`src/rtl/alsu_pipe_if.sv`:
```
// alsu_pipe_if
// Bundle of the ALSU operand/control inputs and its result outputs.
// The master side (driver) produces the input bundle and consumes the
// result; the slave side (the ALSU) does the opposite.
//   valid_in                 input bundle valid this cycle
//   A, B                     operands, WIDTH bits
//   cin, serial_in, direction carry-in, shift input bit, 1 = left / 0 = right
//   red_op_A, red_op_B       reduction selects
//   bypass_A, bypass_B       bypass selects
//   opcode                   0 OR, 1 XOR, 2 ADD, 3 MULT, 4 SHIFT, 5 ROTATE
//   valid_out                result register updated this cycle
//   out                      result register, 2*WIDTH bits
//   leds                     invalid indicator
//   invalid_cnt              saturating count of invalid results
interface alsu_pipe_if #(
    parameter int WIDTH = 3,
    parameter int LED_W = 16
);
    localparam int OUT_W = 2 * WIDTH;

    logic             valid_in;
    logic [WIDTH-1:0] A;
    logic [WIDTH-1:0] B;
    logic             cin;
    logic             serial_in;
    logic             direction;
    logic             red_op_A;
    logic             red_op_B;
    logic             bypass_A;
    logic             bypass_B;
    logic [2:0]       opcode;
    logic             valid_out;
    logic [OUT_W-1:0] out;
    logic [LED_W-1:0] leds;
    logic [7:0]       invalid_cnt;

    modport master (
        output valid_in, A, B, cin, serial_in, direction,
               red_op_A, red_op_B, bypass_A, bypass_B, opcode,
        input  valid_out, out, leds, invalid_cnt
    );

    modport slave (
        input  valid_in, A, B, cin, serial_in, direction,
               red_op_A, red_op_B, bypass_A, bypass_B, opcode,
        output valid_out, out, leds, invalid_cnt
    );
endinterface

```
`src/rtl/alsu_pipe.sv`:
```
// alsu_pipe
// Two-stage pipelined arithmetic/logic/shift unit with a valid handshake.
// Stage 1 registers the input bundle when valid_in is high; stage 2
// computes the result from the stage-1 registers into the out register.
// Invalid operations clear the result, light all leds and start a blink
// sequence, and bump a saturating invalid-result counter.
// Ports:
//   clk   rising-edge clock
//   rst   asynchronous active-low reset
//   bus   alsu_pipe_if slave modport (inputs bundle, result outputs)
module alsu_pipe #(
    parameter int WIDTH        = 3,
    parameter int LED_W        = 16,
    parameter int SIGNED       = 1,
    parameter int FULL_ADDER   = 1,
    parameter int BLINK_CYCLES = 1
) (
    input  logic       clk,
    input  logic       rst,
    alsu_pipe_if.slave bus
);
    localparam int OUT_W = 2 * WIDTH;
    localparam int CNT_W = (BLINK_CYCLES < 2) ? 1 : $clog2(BLINK_CYCLES + 1);

    typedef enum logic {
        LED_OFF,
        LED_BLINK
    } led_state_t;

    // Stage-1 registers
    logic             v1_q, v1_d;
    logic [WIDTH-1:0] a_q, a_d, b_q, b_d;
    logic             cin_q, cin_d, ser_q, ser_d, dir_q, dir_d;
    logic             red_a_q, red_a_d, red_b_q, red_b_d;
    logic             byp_a_q, byp_a_d, byp_b_q, byp_b_d;
    logic [2:0]       opcode_q, opcode_d;

    // Stage-2 / status registers
    logic             valid_out_q, valid_out_d;
    logic [OUT_W-1:0] out_q, out_d;
    logic [LED_W-1:0] leds_q, leds_d;
    logic [CNT_W-1:0] blink_cnt_q, blink_cnt_d;
    logic [7:0]       invalid_cnt_q, invalid_cnt_d;
    led_state_t       state_q, state_d;

    logic [OUT_W-1:0] ext_a, ext_b, result;
    logic             is_invalid, hit_invalid;
    logic [CNT_W:0]   blink_inc;

    function automatic logic [OUT_W-1:0] ext(input logic [WIDTH-1:0] x);
        if (SIGNED != 0) return {{WIDTH{x[WIDTH-1]}}, x};
        else             return {{WIDTH{1'b0}}, x};
    endfunction

    // Stage 1 only loads on valid_in so idle cycles leave the bundle untouched.
    always_comb begin
        v1_d     = bus.valid_in;
        a_d      = a_q;
        b_d      = b_q;
        cin_d    = cin_q;
        ser_d    = ser_q;
        dir_d    = dir_q;
        red_a_d  = red_a_q;
        red_b_d  = red_b_q;
        byp_a_d  = byp_a_q;
        byp_b_d  = byp_b_q;
        opcode_d = opcode_q;
        if (bus.valid_in) begin
            a_d      = bus.A;
            b_d      = bus.B;
            cin_d    = bus.cin;
            ser_d    = bus.serial_in;
            dir_d    = bus.direction;
            red_a_d  = bus.red_op_A;
            red_b_d  = bus.red_op_B;
            byp_a_d  = bus.bypass_A;
            byp_b_d  = bus.bypass_B;
            opcode_d = bus.opcode;
        end
    end

    // Result selection. Bypasses outrank the invalid check, so a bypassed
    // bundle with a bad opcode is a normal result. Reductions are only legal
    // with OR/XOR (opcode[2:1] == 0).
    always_comb begin
        ext_a       = ext(a_q);
        ext_b       = ext(b_q);
        is_invalid  = (opcode_q[2:1] == 2'b11) ||
                      ((red_a_q || red_b_q) && (opcode_q[2:1] != 2'b00));
        hit_invalid = !byp_a_q && !byp_b_q && is_invalid;
        result      = '0;
        if (byp_a_q) begin
            result = ext_a;
        end else if (byp_b_q) begin
            result = ext_b;
        end else if (is_invalid) begin
            result = '0;
        end else begin
            case (opcode_q)
                3'd0: begin
                    if (red_a_q)      result = {{(OUT_W-1){1'b0}}, |a_q};
                    else if (red_b_q) result = {{(OUT_W-1){1'b0}}, |b_q};
                    else              result = ext_a | ext_b;
                end
                3'd1: begin
                    if (red_a_q)      result = {{(OUT_W-1){1'b0}}, ^a_q};
                    else if (red_b_q) result = {{(OUT_W-1){1'b0}}, ^b_q};
                    else              result = ext_a ^ ext_b;
                end
                3'd2: result = ext_a + ext_b +
                               {{(OUT_W-1){1'b0}}, (FULL_ADDER != 0) ? cin_q : 1'b0};
                3'd3: result = ext_a * ext_b;
                // Shift and rotate chain on the current result register.
                3'd4: result = dir_q ? {out_q[OUT_W-2:0], ser_q}
                                     : {ser_q, out_q[OUT_W-1:1]};
                3'd5: result = dir_q ? {out_q[OUT_W-2:0], out_q[OUT_W-1]}
                                     : {out_q[0], out_q[OUT_W-1:1]};
                default: result = '0;
            endcase
        end
    end

    // Output register plus the led blink FSM. While blinking, the counter
    // runs every cycle (idle ones too) and flips leds each BLINK_CYCLES.
    // An accepted result overrides that: invalid restarts the blink with all
    // leds lit, anything else turns the leds off and leaves the blink state.
    always_comb begin
        valid_out_d   = v1_q;
        out_d         = out_q;
        leds_d        = leds_q;
        blink_cnt_d   = blink_cnt_q;
        invalid_cnt_d = invalid_cnt_q;
        state_d       = state_q;
        blink_inc     = {1'b0, blink_cnt_q} + {{CNT_W{1'b0}}, 1'b1};
        if (state_q == LED_BLINK) begin
            if (blink_inc == (CNT_W+1)'(BLINK_CYCLES)) begin
                leds_d      = ~leds_q;
                blink_cnt_d = '0;
            end else begin
                blink_cnt_d = blink_inc[CNT_W-1:0];
            end
        end
        if (v1_q) begin
            out_d       = result;
            blink_cnt_d = '0;
            if (hit_invalid) begin
                leds_d  = '1;
                state_d = LED_BLINK;
                if (invalid_cnt_q != 8'hFF) invalid_cnt_d = invalid_cnt_q + 8'd1;
            end else begin
                leds_d  = '0;
                state_d = LED_OFF;
            end
        end
    end

    always_ff @(posedge clk or negedge rst) begin
        if (!rst) begin
            v1_q          <= 1'b0;
            a_q           <= '0;
            b_q           <= '0;
            cin_q         <= 1'b0;
            ser_q         <= 1'b0;
            dir_q         <= 1'b0;
            red_a_q       <= 1'b0;
            red_b_q       <= 1'b0;
            byp_a_q       <= 1'b0;
            byp_b_q       <= 1'b0;
            opcode_q      <= '0;
            valid_out_q   <= 1'b0;
            out_q         <= '0;
            leds_q        <= '0;
            blink_cnt_q   <= '0;
            invalid_cnt_q <= '0;
            state_q       <= LED_OFF;
        end else begin
            v1_q          <= v1_d;
            a_q           <= a_d;
            b_q           <= b_d;
            cin_q         <= cin_d;
            ser_q         <= ser_d;
            dir_q         <= dir_d;
            red_a_q       <= red_a_d;
            red_b_q       <= red_b_d;
            byp_a_q       <= byp_a_d;
            byp_b_q       <= byp_b_d;
            opcode_q      <= opcode_d;
            valid_out_q   <= valid_out_d;
            out_q         <= out_d;
            leds_q        <= leds_d;
            blink_cnt_q   <= blink_cnt_d;
            invalid_cnt_q <= invalid_cnt_d;
            state_q       <= state_d;
        end
    end

    assign bus.valid_out   = valid_out_q;
    assign bus.out         = out_q;
    assign bus.leds        = leds_q;
    assign bus.invalid_cnt = invalid_cnt_q;
endmodule

```
`src/flat_wrapper.sv`:
```
// flat-port wrapper written by rule: the top's interface ports become plain ports
module alsu_pipe_flat 
#(
    parameter int WIDTH        = 3,
    parameter int LED_W        = 16,
    parameter int SIGNED       = 1,
    parameter int FULL_ADDER   = 1,
    parameter int BLINK_CYCLES = 1
)
  (clk, rst, bus_valid_in, bus_A, bus_B, bus_cin, bus_serial_in, bus_direction, bus_red_op_A, bus_red_op_B, bus_bypass_A, bus_bypass_B, bus_opcode, bus_valid_out, bus_out, bus_leds, bus_invalid_cnt);
  alsu_pipe_if #(.WIDTH(WIDTH), .LED_W(LED_W)) bus_i ();
  input  logic clk;
  input  logic rst;
  input wire logic [$bits(bus_i.valid_in)-1:0] bus_valid_in;
  input wire logic [$bits(bus_i.A)-1:0] bus_A;
  input wire logic [$bits(bus_i.B)-1:0] bus_B;
  input wire logic [$bits(bus_i.cin)-1:0] bus_cin;
  input wire logic [$bits(bus_i.serial_in)-1:0] bus_serial_in;
  input wire logic [$bits(bus_i.direction)-1:0] bus_direction;
  input wire logic [$bits(bus_i.red_op_A)-1:0] bus_red_op_A;
  input wire logic [$bits(bus_i.red_op_B)-1:0] bus_red_op_B;
  input wire logic [$bits(bus_i.bypass_A)-1:0] bus_bypass_A;
  input wire logic [$bits(bus_i.bypass_B)-1:0] bus_bypass_B;
  input wire logic [$bits(bus_i.opcode)-1:0] bus_opcode;
  output wire logic [$bits(bus_i.valid_out)-1:0] bus_valid_out;
  output wire logic [$bits(bus_i.out)-1:0] bus_out;
  output wire logic [$bits(bus_i.leds)-1:0] bus_leds;
  output wire logic [$bits(bus_i.invalid_cnt)-1:0] bus_invalid_cnt;
  assign bus_i.valid_in = bus_valid_in;
  assign bus_i.A = bus_A;
  assign bus_i.B = bus_B;
  assign bus_i.cin = bus_cin;
  assign bus_i.serial_in = bus_serial_in;
  assign bus_i.direction = bus_direction;
  assign bus_i.red_op_A = bus_red_op_A;
  assign bus_i.red_op_B = bus_red_op_B;
  assign bus_i.bypass_A = bus_bypass_A;
  assign bus_i.bypass_B = bus_bypass_B;
  assign bus_i.opcode = bus_opcode;
  assign bus_valid_out = bus_i.valid_out;
  assign bus_out = bus_i.out;
  assign bus_leds = bus_i.leds;
  assign bus_invalid_cnt = bus_i.invalid_cnt;
  alsu_pipe #(.WIDTH(WIDTH), .LED_W(LED_W), .SIGNED(SIGNED), .FULL_ADDER(FULL_ADDER), .BLINK_CYCLES(BLINK_CYCLES)) u_core (.clk(clk), .rst(rst), .bus(bus_i));
endmodule
```
`config.mk`:
```
export PLATFORM = sky130hd
export DESIGN_NAME = alsu_pipe_flat
export DESIGN_NICKNAME = d
export VERILOG_FILES = /design/src/rtl/alsu_pipe_if.sv /design/src/rtl/alsu_pipe.sv /design/src/flat_wrapper.sv
export SDC_FILE = /design/constraint.sdc
export NUM_CORES = 1
export LEC_CHECK = 0
export CORE_ASPECT_RATIO = 0.6
export CORE_MARGIN = 1
export CORE_UTILIZATION = 48
export CTS_CLUSTER_DIAMETER = 200
export DETAILED_ROUTE_END_ITERATION = 8
export PLACE_DENSITY = 0.73
export SYNTH_ARGS = -nofsm -noshare
export SYNTH_HDL_FRONTEND = slang
export SYNTH_SLANG_ARGS = --single-unit
```
`constraint.sdc`:
```
create_clock -name clk -period 2.8 [get_ports clk]
set_input_delay 0.7 -clock clk [delete_from_list [all_inputs] [get_ports clk]]
set_output_delay 0.7 -clock clk [all_outputs]
set_load 0.01 [all_outputs]
```
==> results of run 1 <==
[final timing paths]
kind,depth (start not counted),to,slack [ns],startpoint
min reg2reg,1,u_core.bus.invalid_cnt[4]$_DFFE_PN0P_,0.52,u_core.bus.invalid_cnt[4]$_DFFE_PN0P_
max in group asynchronous,2,u_core.b_q[1]$_DFFE_PN0P_,1.84,rst
max reg2reg,11,u_core.bus.out[4]$_DFFE_PN0P_,0.08,u_core.b_q[1]$_DFFE_PN0P_
min in group clk,1,u_core.bus.invalid_cnt[4]$_DFFE_PN0P_,0.52,u_core.bus.invalid_cnt[4]$_DFFE_PN0P_
min,2,u_core.bus.invalid_cnt[4]$_DFFE_PN0P_,0.48,rst
max,11,u_core.bus.out[4]$_DFFE_PN0P_,0.08,u_core.b_q[1]$_DFFE_PN0P_
[cells by family (layout without fill, tap and decap cells)]
family          Yosys count  in the layout  synth area share, %
mux                      16             16                 6.20
flops                    49             49                 43.7
xor+xnor                 25             25                 8.29
fa+ha+maj                22             22                 11.1
buf+inv                  28             87                 3.74
compound gates           64             64                 14.7
simple gates             72             72                 12.3
[final cells by class]
type	count	area [um^2]	area share (%)
sequential	49	1230	34.1
clock buffer	5	68.8	1.91
tap	80	100	2.78
timing repair buffer	62	583	16.2
multi-input combinational	199	1530	42.5
inverter	17	63.8	1.77
clock inverter	3	26.3	0.729
[registers in the layout, indices dropped and copies added, names as in the netlist]
signal                  cells
u_core.cin_q                1
u_core.byp_a_q              1
u_core.red_b_q              1
u_core.b_q                  3
u_core.red_a_q              1
u_core.a_q                  3
u_core.bus.leds            16
u_core.bus.valid_out        1
u_core.ser_q                1
u_core.byp_b_q              1
u_core.bus.invalid_cnt      8
u_core.state_q              1
u_core.v1_q                 1
u_core.bus.out              6
u_core.opcode_q             3
u_core.dir_q                1
[cell usage after synthesis]
| cell type | number | area, um^2 |
|---|---|---|
| a31oi_4 | 1 | 21.3 |
| or3_2 | 1 | 7.51 |
| a31oi_1 | 2 | 12.5 |
| nor2_1 | 22 | 82.6 |
| nand3_1 | 7 | 35.0 |
| nor3_1 | 3 | 15.0 |
| a311o_1 | 1 | 10.0 |
| or2b_2 | 1 | 8.76 |
| mux2_2 | 11 | 124 |
| inv_1 | 17 | 63.8 |
| xnor3_1 | 1 | 22.5 |
| a211oi_1 | 2 | 15.0 |
| ha_1 | 17 | 213 |
| o21ai_0 | 25 | 125 |
| fa_1 | 5 | 100 |
| dfrtp_1 | 49 | 1230 |
| nor2b_1 | 4 | 25.0 |
| a2111oi_0 | 3 | 26.3 |
| a21o_1 | 1 | 7.51 |
| mux2i_1 | 5 | 50.1 |
| and3b_1 | 1 | 8.76 |
| xnor2_1 | 20 | 175 |
| o221ai_1 | 2 | 17.5 |
| o22ai_1 | 4 | 25.0 |
| nand4_1 | 3 | 18.8 |
| nand2_1 | 21 | 78.8 |
| a221oi_1 | 2 | 17.5 |
| o2111ai_1 | 1 | 8.76 |
| nor4_1 | 3 | 18.8 |
| a211oi_2 | 1 | 12.5 |
| o22a_1 | 4 | 35.0 |
| and2b_2 | 1 | 8.76 |
| or4_4 | 1 | 11.3 |
| clkbuf_1 | 11 | 41.3 |
| or2_2 | 1 | 6.26 |
| a21boi_0 | 1 | 7.51 |
| a21oi_1 | 14 | 70.1 |
| xor2_1 | 4 | 35.0 |
| nand2b_1 | 3 | 18.8 |
[stage by stage]
| step | hold WS (ns) | setup WS, ns | setup TNS (ns) | total power, mW |
|---|---|---|---|---|
| finish | 0.484 | 0.0787 | 0 | 2.17 |
| global route | 0.540 | -0.0675 | -0.0890 | 2.31 |
| CTS | 0.513 | -0.106 | -0.106 | 2.16 |
| detailed placement | 0.502 | -0.117 | -0.158 | 1.70 |
| global placement | 0.486 | 0.0721 | 0 | 1.68 |
| floorplan | 0.391 | 0.0719 | 0 | 1.35 |
[report_power, final]
group	switching [mW]	internal [mW]	leakage [nW]	total (mW)
sequential	0.150	0.822	0.605	0.972
clock	0.264	0.182	0.0423	0.446
combinational	0.330	0.423	0.869	0.753
total	0.744	1.43	1.52	2.17
[metal layers]
| metal | track usage (%) | vias to the layer above | share of wire (%) |
|---|---|---|---|
| met4 | 3.31 | 0 | 0.61 |
| li1 | - | 1080 | - |
| met1 | 37.3 | 1094 | 53 |
| met5 | 0 | - | 0 |
| met3 | 4.09 | 6 | 6.6 |
| met2 | 30.8 | 97 | 40 |
[timing repair]
item                       4_1_cts  5_1_grt
pin swaps                        7        5
gates cloned                     0        0
gates resized for setup          7        8
setup endpoints to repair        2        3
setup buffers                    1        1
==> flow_summary.yaml, run 1 <==
layout:
  stdcell_count: 415
  drive_gt1_share_pct: 15.8
  final_area_mm2: 0.00360
  num-fill-cells: 446
  layout_common_cells: "48 x clkdlybuf4s50_1, 47 x dfrtp_1, 24 x o21ai_0"
  synthToLayoutAreaGrowth_pct: 28.4
  layout_commonest_cell: "clkdlybuf4s50_1"
  antenna_cells: 0
  nets: 375
  final_util_pct: 64.4
global_routing:
  grt_pass1_wl_um: 10500
  grt_max_degree: 50
  overflow: 0
  antenna_found_initial: 0
  grt_pass1_vias: 2033
  groute.usage.overall_pct: 22.6
worst_setup_path:
  cp.required_ns: 2.96
  crit_path_top_delay_cell: "dfrtp_2"
  slowest_delay_ns: 0.47
  end_kind: "flop"
  crit_path_max_fanout: 5
  path_buf_inv: 2
  crit_family: "adder cells"
  crit_chain: "ha_4 -> inv_2 -> fa_1 -> fa_2 -> inv_2 -> ha_4 -> fa_2 -> nand3_2 -> o21ai_1 -> nor3_1 -> o22ai_1"
  start_kind: "flop"
  critPathArrivalTime_ns: 2.88
  worstSetupPathType: "reg2reg"
floorplan:
  ios: 50
  dieArea_mm2: 0.00617
  initial_core_util_pct: 50.1
  die_h_um: 61.2
  die_x_um: 101
  row_count: 21
  core-area_mm2: 0.00560
drt:
  finalWirelength_um: 6540
  postRouteAntennaNets: 0
  routedWlPerCell_um: 15.8
  drt-pass1-iter-count: 7
  viasPerCell: 5.49
  drt_iter0_drc: 190
  routed-via-count: 2277
  route.detailed.drc: 4
synthesis:
  synthesis.nets: 317
  syn_area_per_cell_um2: 10.2
  ys_types: 39
  synth_warnings: 0
  syn_inst: 276
  yosysSeqAreaShare_pct: 43.7
  ys_ff_latch: 49
  synth_area_mm2: 0.00281
cts:
  clock_path_buffers: 2
  ctsRootBufferMaster: "clkbuf_8"
  cts_tree: "done"
  cts_max_level: 2
  holdBufCountCts: 0
  cts.sinks: 49
  cts_buffers: 5
  clk_latency_ns: 0.30
  path_clk_slew_ns: 0.10
sta:
  fin_skew_ns: 0.0105
  maxSlewViolCount: 0
  finalCriticalPeriod_ns: 2.72
  slew_headroom_pct: 39.2
  period_share_pct: 97.2
  worst_pin_slew_ns: 0.903
  rsz0062_at_grt: "yes"
  fmax_ghz: 0.367
  hold_viol_final: 0
  finalSetupViolCount: 0
place:
  gp_congestion: 0.901
  placed_cell_area_mm2: 0.00344
  placed_cells: 405
  io_buffers: 49
  dp_hpwl_um: 4780
job:
  maxCapViolations: 0
hold_path:
  hp-class: "in2async"
power:
  powerDensity_mw_per_mm2: 603
  leakagePower_nw: 1.52
  ir_worst_vdd_mv: 0.267
run_status:
  status: "complete, but fails checks"
  violations: "design-rule violations"
(Power assumes the default switching activity.)
==> inputs of run 2 (changes only) <==
--- a/config.mk
+++ b/config.mk
@@ -7,10 +7,10 @@
 export LEC_CHECK = 0
 export CORE_ASPECT_RATIO = 0.6
 export CORE_MARGIN = 1
-export CORE_UTILIZATION = 48
+export CORE_UTILIZATION = 56
 export CTS_CLUSTER_DIAMETER = 200
 export DETAILED_ROUTE_END_ITERATION = 8
-export PLACE_DENSITY = 0.73
+export PLACE_DENSITY = 0.8
 export SYNTH_ARGS = -nofsm -noshare
 export SYNTH_HDL_FRONTEND = slang
 export SYNTH_SLANG_ARGS = --single-unit
==> constraint.sdc (replaced) <==
create_clock -name clk -period 3.21 [get_ports clk]
set_input_delay 0.8025 -clock clk [delete_from_list [all_inputs] [get_ports clk]]
set_output_delay 0.8025 -clock clk [all_outputs]
set_load 0.01 [all_outputs]
==> flow_summary.yaml, run 2 (synthesis gave the netlist of run 1 again) <==
sta:
  fin_skew_ns: 0.00328
  fmax_ghz: 0.330
  worst_pin_slew_ns: 0.969
  finalSetupViolCount: 0
  rsz0062_at_grt: "no"
  finalCriticalPeriod_ns: 3.03
  hold_viol_final: 0
  maxSlewViolCount: 0
  timing.final.ws_setup_ns: 0.178
  tns_ns: 0
  slew_headroom_pct: 34.8
  period_share_pct: 94.5
drt:
  viasPerCell: 5.74
  drt_iter0_drc: 261
  postRouteAntennaNets: 0
  route.detailed.drc: 0
  finalWirelength_um: 6690
  routed-via-count: 2268
  routedWlPerCell_um: 16.9
  drt-pass1-iter-count: 5
layout:
  drive_gt1_share_pct: 13.9
  nets: 372
  synthToLayoutAreaGrowth_pct: 26.9
  stdcell_count: 395
  antenna_cells: 0
  layout_commonest_cell: "clkdlybuf4s50_1"
  largest_reg_flops: 16
  layout_common_cells: "48 x clkdlybuf4s50_1, 46 x dfrtp_1, 25 x o21ai_0"
  num-fill-cells: 323
worst_setup_path:
  critPathArrivalTime_ns: 3.21
  start_kind: "flop"
  reg2regPathDepth: 12
  end_kind: "flop"
  worstSetupPathType: "reg2reg"
  timing.rr.start: "u_core.a_q[1]$_DFFE_PN0P_"
  cp.required_ns: 3.38
  crit_path_max_fanout: 4
  cp-startpoint: "u_core.a_q[1]$_DFFE_PN0P_"
power:
  leakagePower_nw: 1.53
  ir_worst_vdd_mv: 0.327
  powerDensity_mw_per_mm2: 567
cts:
  clk_latency_ns: 0.30
  holdBufCountCts: 0
  path_clk_slew_ns: 0.09
  ctsRootBufferMaster: "clkbuf_8"
  clock_path_buffers: 2
  cts_max_level: 2
  cts.sinks: 49
  cts_buffers: 5
  cts_tree: "done"
hold_path:
  hp-class: "reg2reg"
  hold_start: "u_core.bus.invalid_cnt[4]$_DFFE_PN0P_"
  min_path_cells: 1
global_routing:
  overflow: 0
  groute.usage.overall_pct: 27.4
  antenna_found_initial: 0
  grt_pass1_vias: 2132
  grt_max_degree: 35
  grt_pass1_wl_um: 10900
floorplan:
  row_count: 19
  ios: 50
  dieArea_mm2: 0.00531
  die_h_um: 56.8
  core-area_mm2: 0.00468
  die_x_um: 93.4
  initial_core_util_pct: 59.9
place:
  dp_slack_ns: 0.00302
  io_buffers: 49
  dp_hpwl_um: 4870
  placed_cells: 383
  gp_congestion: 0.934
job:
  maxCapViolations: 0
run_status:
  status: "finished, final reports clean"
run 2: final cells by class:
| type | instances | area [um^2] | share of cell area, % |
|---|---|---|---|
| multi-input cells | 199 | 1490 | 41.9 |
| flip-flops and latches | 49 | 1230 | 34.5 |
| inverters | 17 | 63.8 | 1.79 |
| clock inverters | 3 | 68.8 | 1.93 |
| well taps | 63 | 78.8 | 2.21 |
| repair buffers | 59 | 561 | 15.7 |
| clock buffers | 5 | 68.8 | 1.93 |
run 2: power breakdown:
part	internal, mW	total, mW	switching, mW
Clock	0.314	0.531	0.217
Sequential	0.718	0.854	0.137
Combinational	0.357	0.636	0.279
run 2: layer usage:
metal | wire, um | global-route usage, % | vias to the layer above
li1 | - | - | 1069
met1 | 3110 | 40.4 | 1083
met2 | 2860 | 39.3 | 112
met3 | 670 | 8.67 | 4
met4 | 43 | 6.15 | 0
met5 | 0 | 0 | -
run 2: path summary, 6_finish.rpt:
check                                                        end  slack (ns)
hold reg to reg            u_core.bus.invalid_cnt[4]$_DFFE_PN0P_        0.51
setup reg to reg                   u_core.bus.out[5]$_DFFE_PN0P_        0.18
hold / removal             u_core.bus.invalid_cnt[4]$_DFFE_PN0P_        0.51
min in group asynchronous             u_core.red_b_q$_DFFE_PN0P_        0.55
max in group asynchronous  u_core.bus.invalid_cnt[2]$_DFFE_PN0P_        2.05
setup / recovery                   u_core.bus.out[5]$_DFFE_PN0P_        0.18
run 2: timing repair:
action | CTS | global route
pin swaps | 0 | 3
gates resized for setup | 1 | 8
setup buffers | 0 | 4
hold endpoints to repair | 0 | 0
setup endpoints to repair | 1 | 1
run 2: metrics by stage:
step / power, mW / cell area, um^2 / util, % / hold WS, ns
after global placement: 1.46 / 3370 / 72.1 / 0.483
after global routing: 2.13 / 3560 / 76.1 / 0.542
after CTS: 2.01 / 3510 / 75.0 / 0.516
after detailed placement: 1.48 / 3370 / 72.1 / 0.501
after floorplan: 1.18 / 2810 / - / 0.391
final: 2.02 / 3560 / 76.1 / 0.513
run 2: critical path, stage by stage (launching register included):
cell     delay [ns]
dfrtp_1        0.44
ha_2           0.22
inv_1          0.05
fa_1           0.45
fa_1           0.40
inv_1          0.07
ha_2           0.17
fa_2           0.20
xnor3_1        0.31
xnor2_1        0.14
nor2_1         0.07
nor4_2         0.28
o22ai_1        0.11
==> patch, RTL diff (flow settings as in run 2) <==
Remove the case item `3'd3` of the case on `opcode_q`.
--- a/src/rtl/alsu_pipe.sv
+++ b/src/rtl/alsu_pipe.sv
@@ -109,7 +109,6 @@
                 end
                 3'd2: result = ext_a + ext_b +
                                {{(OUT_W-1){1'b0}}, (FULL_ADDER != 0) ? cin_q : 1'b0};
-                3'd3: result = ext_a * ext_b;
                 // Shift and rotate chain on the current result register.
                 3'd4: result = dir_q ? {out_q[OUT_W-2:0], ser_q}
                                      : {ser_q, out_q[OUT_W-1:1]};
Function: changed (a bounded check fails within 4 cycles, from zero or initial values and one cycle with rst low).
==> patch against run 2 <==
Critical path depth shrank 8. Final area shrank 9.4%. Setup slack gained 740 ps. Sequential share of layout area grew 3.5 points. Sequential cell count unchanged. Wire length down 15%. Synthesized area is 6.4% lower. Total power is 12% lower. Clock power down 32%. First-iteration DRC count down 54%. Maximum frequency is 32% higher. Sequential power about the same. Critical endpoint is now u_core.bus.invalid_cnt[6]. Largest cell class unchanged. Highest routed layer unchanged.
==> patch: results <==
set metrics [dict create \
    synth_top_cells_by_area "dfrtp_1 47%, xnor2_1 5.3%, ha_1 5.2%" \
    outcome "completed" \
    gp_routability_congestion 0.938 \
    timing_worst_slew_pin_value_ps 892 \
    worst-r2r-cell-count 4 \
    irDropWorstVdd_v 0.000399 \
    drive_gt1_share_pct 8.94 \
    postCtsResizedCells 0 \
    synth.distinct_cells 50 \
    setup.worst_path.end "u_core.bus.invalid_cnt[6]" \
    finClkSkew_ps 11.9 \
    synth_nets 287 \
    power.static_leakage_nw 1.36 \
    grt_use_total_pct 25.0 \
    via_count 2068 \
    fillers 305 \
    critPathMaxFanout 24 \
    post_synth_mux_area_share_pct 6.15 \
    net-switching-power_uw 591 \
    core_area_sq_um 4300 \
    layout.nets 332 \
    grt_pass1_wl_um 9430 \
    r2r_setup_slack_ps 920 \
    worst_r2r_startpoint "u_core.byp_a_q" \
    xor_xnor_fraction_of_synth_area_pct 7.67 \
    synth_common_cells "49 x dfrtp_1, 26 x o21ai_0, 23 x nand2_1" \
]
[patch: cell count changes in the layout (fill, tap and decap cells not counted), moves of 4 or more]
| cell | delta |
|---|---|
| nor3_1 | +5 |
| xnor2_1 | -4 |
| a21oi_1 | -8 |
| o22a_1 | -4 |
| nor2_1 | -10 |
| ha_1 | -4 |
| buf_4 | -7 |
[patch: critical path: stages (launching register included)]
cell and delay (ps):
dfrtp_1 490, nor2b_1 390, o2111ai_2 570, nor3_1 370, mux2_2 360
[patch: worst min path at each step]
stage	startpoint	end	slack [ps]
floorplan	u_core.v1_q	u_core.bus.valid_out	430
global placement	u_core.cin_q	u_core.cin_q	510
detailed placement	u_core.bus.invalid_cnt[7]	u_core.bus.invalid_cnt[7]	510
CTS	u_core.bus.invalid_cnt[7]	u_core.bus.invalid_cnt[7]	520
global route	u_core.bus.invalid_cnt[7]	u_core.bus.invalid_cnt[7]	550
finish	u_core.bus.invalid_cnt[7]	u_core.bus.invalid_cnt[7]	520
[patch: logic make-up (layout without fill, tap and decap cells)]
family / Yosys count / in the layout
AND/OR/NAND/NOR: 70 / 70
adder cells (fa/ha/maj): 12 / 12
multiplexers: 15 / 15
flip-flops: 49 / 49
buffers and inverters: 28 / 74
AO/OA/AOI/OAI: 59 / 59
XOR/XNOR: 23 / 23
[patch: power by group through the flow]
stage | registers (mW) | logic, mW | clock network [mW]
4_1_cts | 0.855 | 0.571 | 0.368
3_5_place_dp | 0.866 | 0.564 | 0
6_report | 0.857 | 0.570 | 0.362
2_1_floorplan | 0.862 | 0.294 | 0
3_3_place_gp | 0.865 | 0.558 | 0
5_1_grt | 0.876 | 0.632 | 0.391
[patch: final cells by class]
| type | count | area [sq um] | area share (%) |
|---|---|---|---|
| clock buffer | 6 | 72.6 | 2.25 |
| clock inverter | 2 | 15.0 | 0.465 |
| inverter | 14 | 52.6 | 1.63 |
| multi-input combinational | 179 | 1280 | 39.6 |
| sequential | 49 | 1230 | 38.0 |
| tap | 60 | 75.1 | 2.33 |
| timing repair buffer | 52 | 508 | 15.7 |
[patch: per-layer routing]
| metal | vias to the layer above | wire [um] | part of all wire, % | GRT usage, % |
|---|---|---|---|---|
| met5 | - | 0 | 0 | 0 |
| met4 | 0 | 42 | 0.74 | 5.91 |
| met3 | 6 | 544 | 9.6 | 6.42 |
| met2 | 106 | 2270 | 40 | 34.4 |
| met1 | 970 | 2790 | 49 | 38.8 |
| li1 | 986 | - | - | - |
[patch: stage by stage]
stage | cells | util [%] | instance area, sq um | setup WS, ps
5_1_grt | 362 | 75.0 | 3230 | 786
2_1_floorplan | 256 | - | 2630 | 1210
3_3_place_gp | 354 | 72.9 | 3140 | 970
3_5_place_dp | 354 | 72.9 | 3140 | 976
6_report | 362 | 75.0 | 3230 | 917
4_1_cts | 362 | 75.0 | 3230 | 973
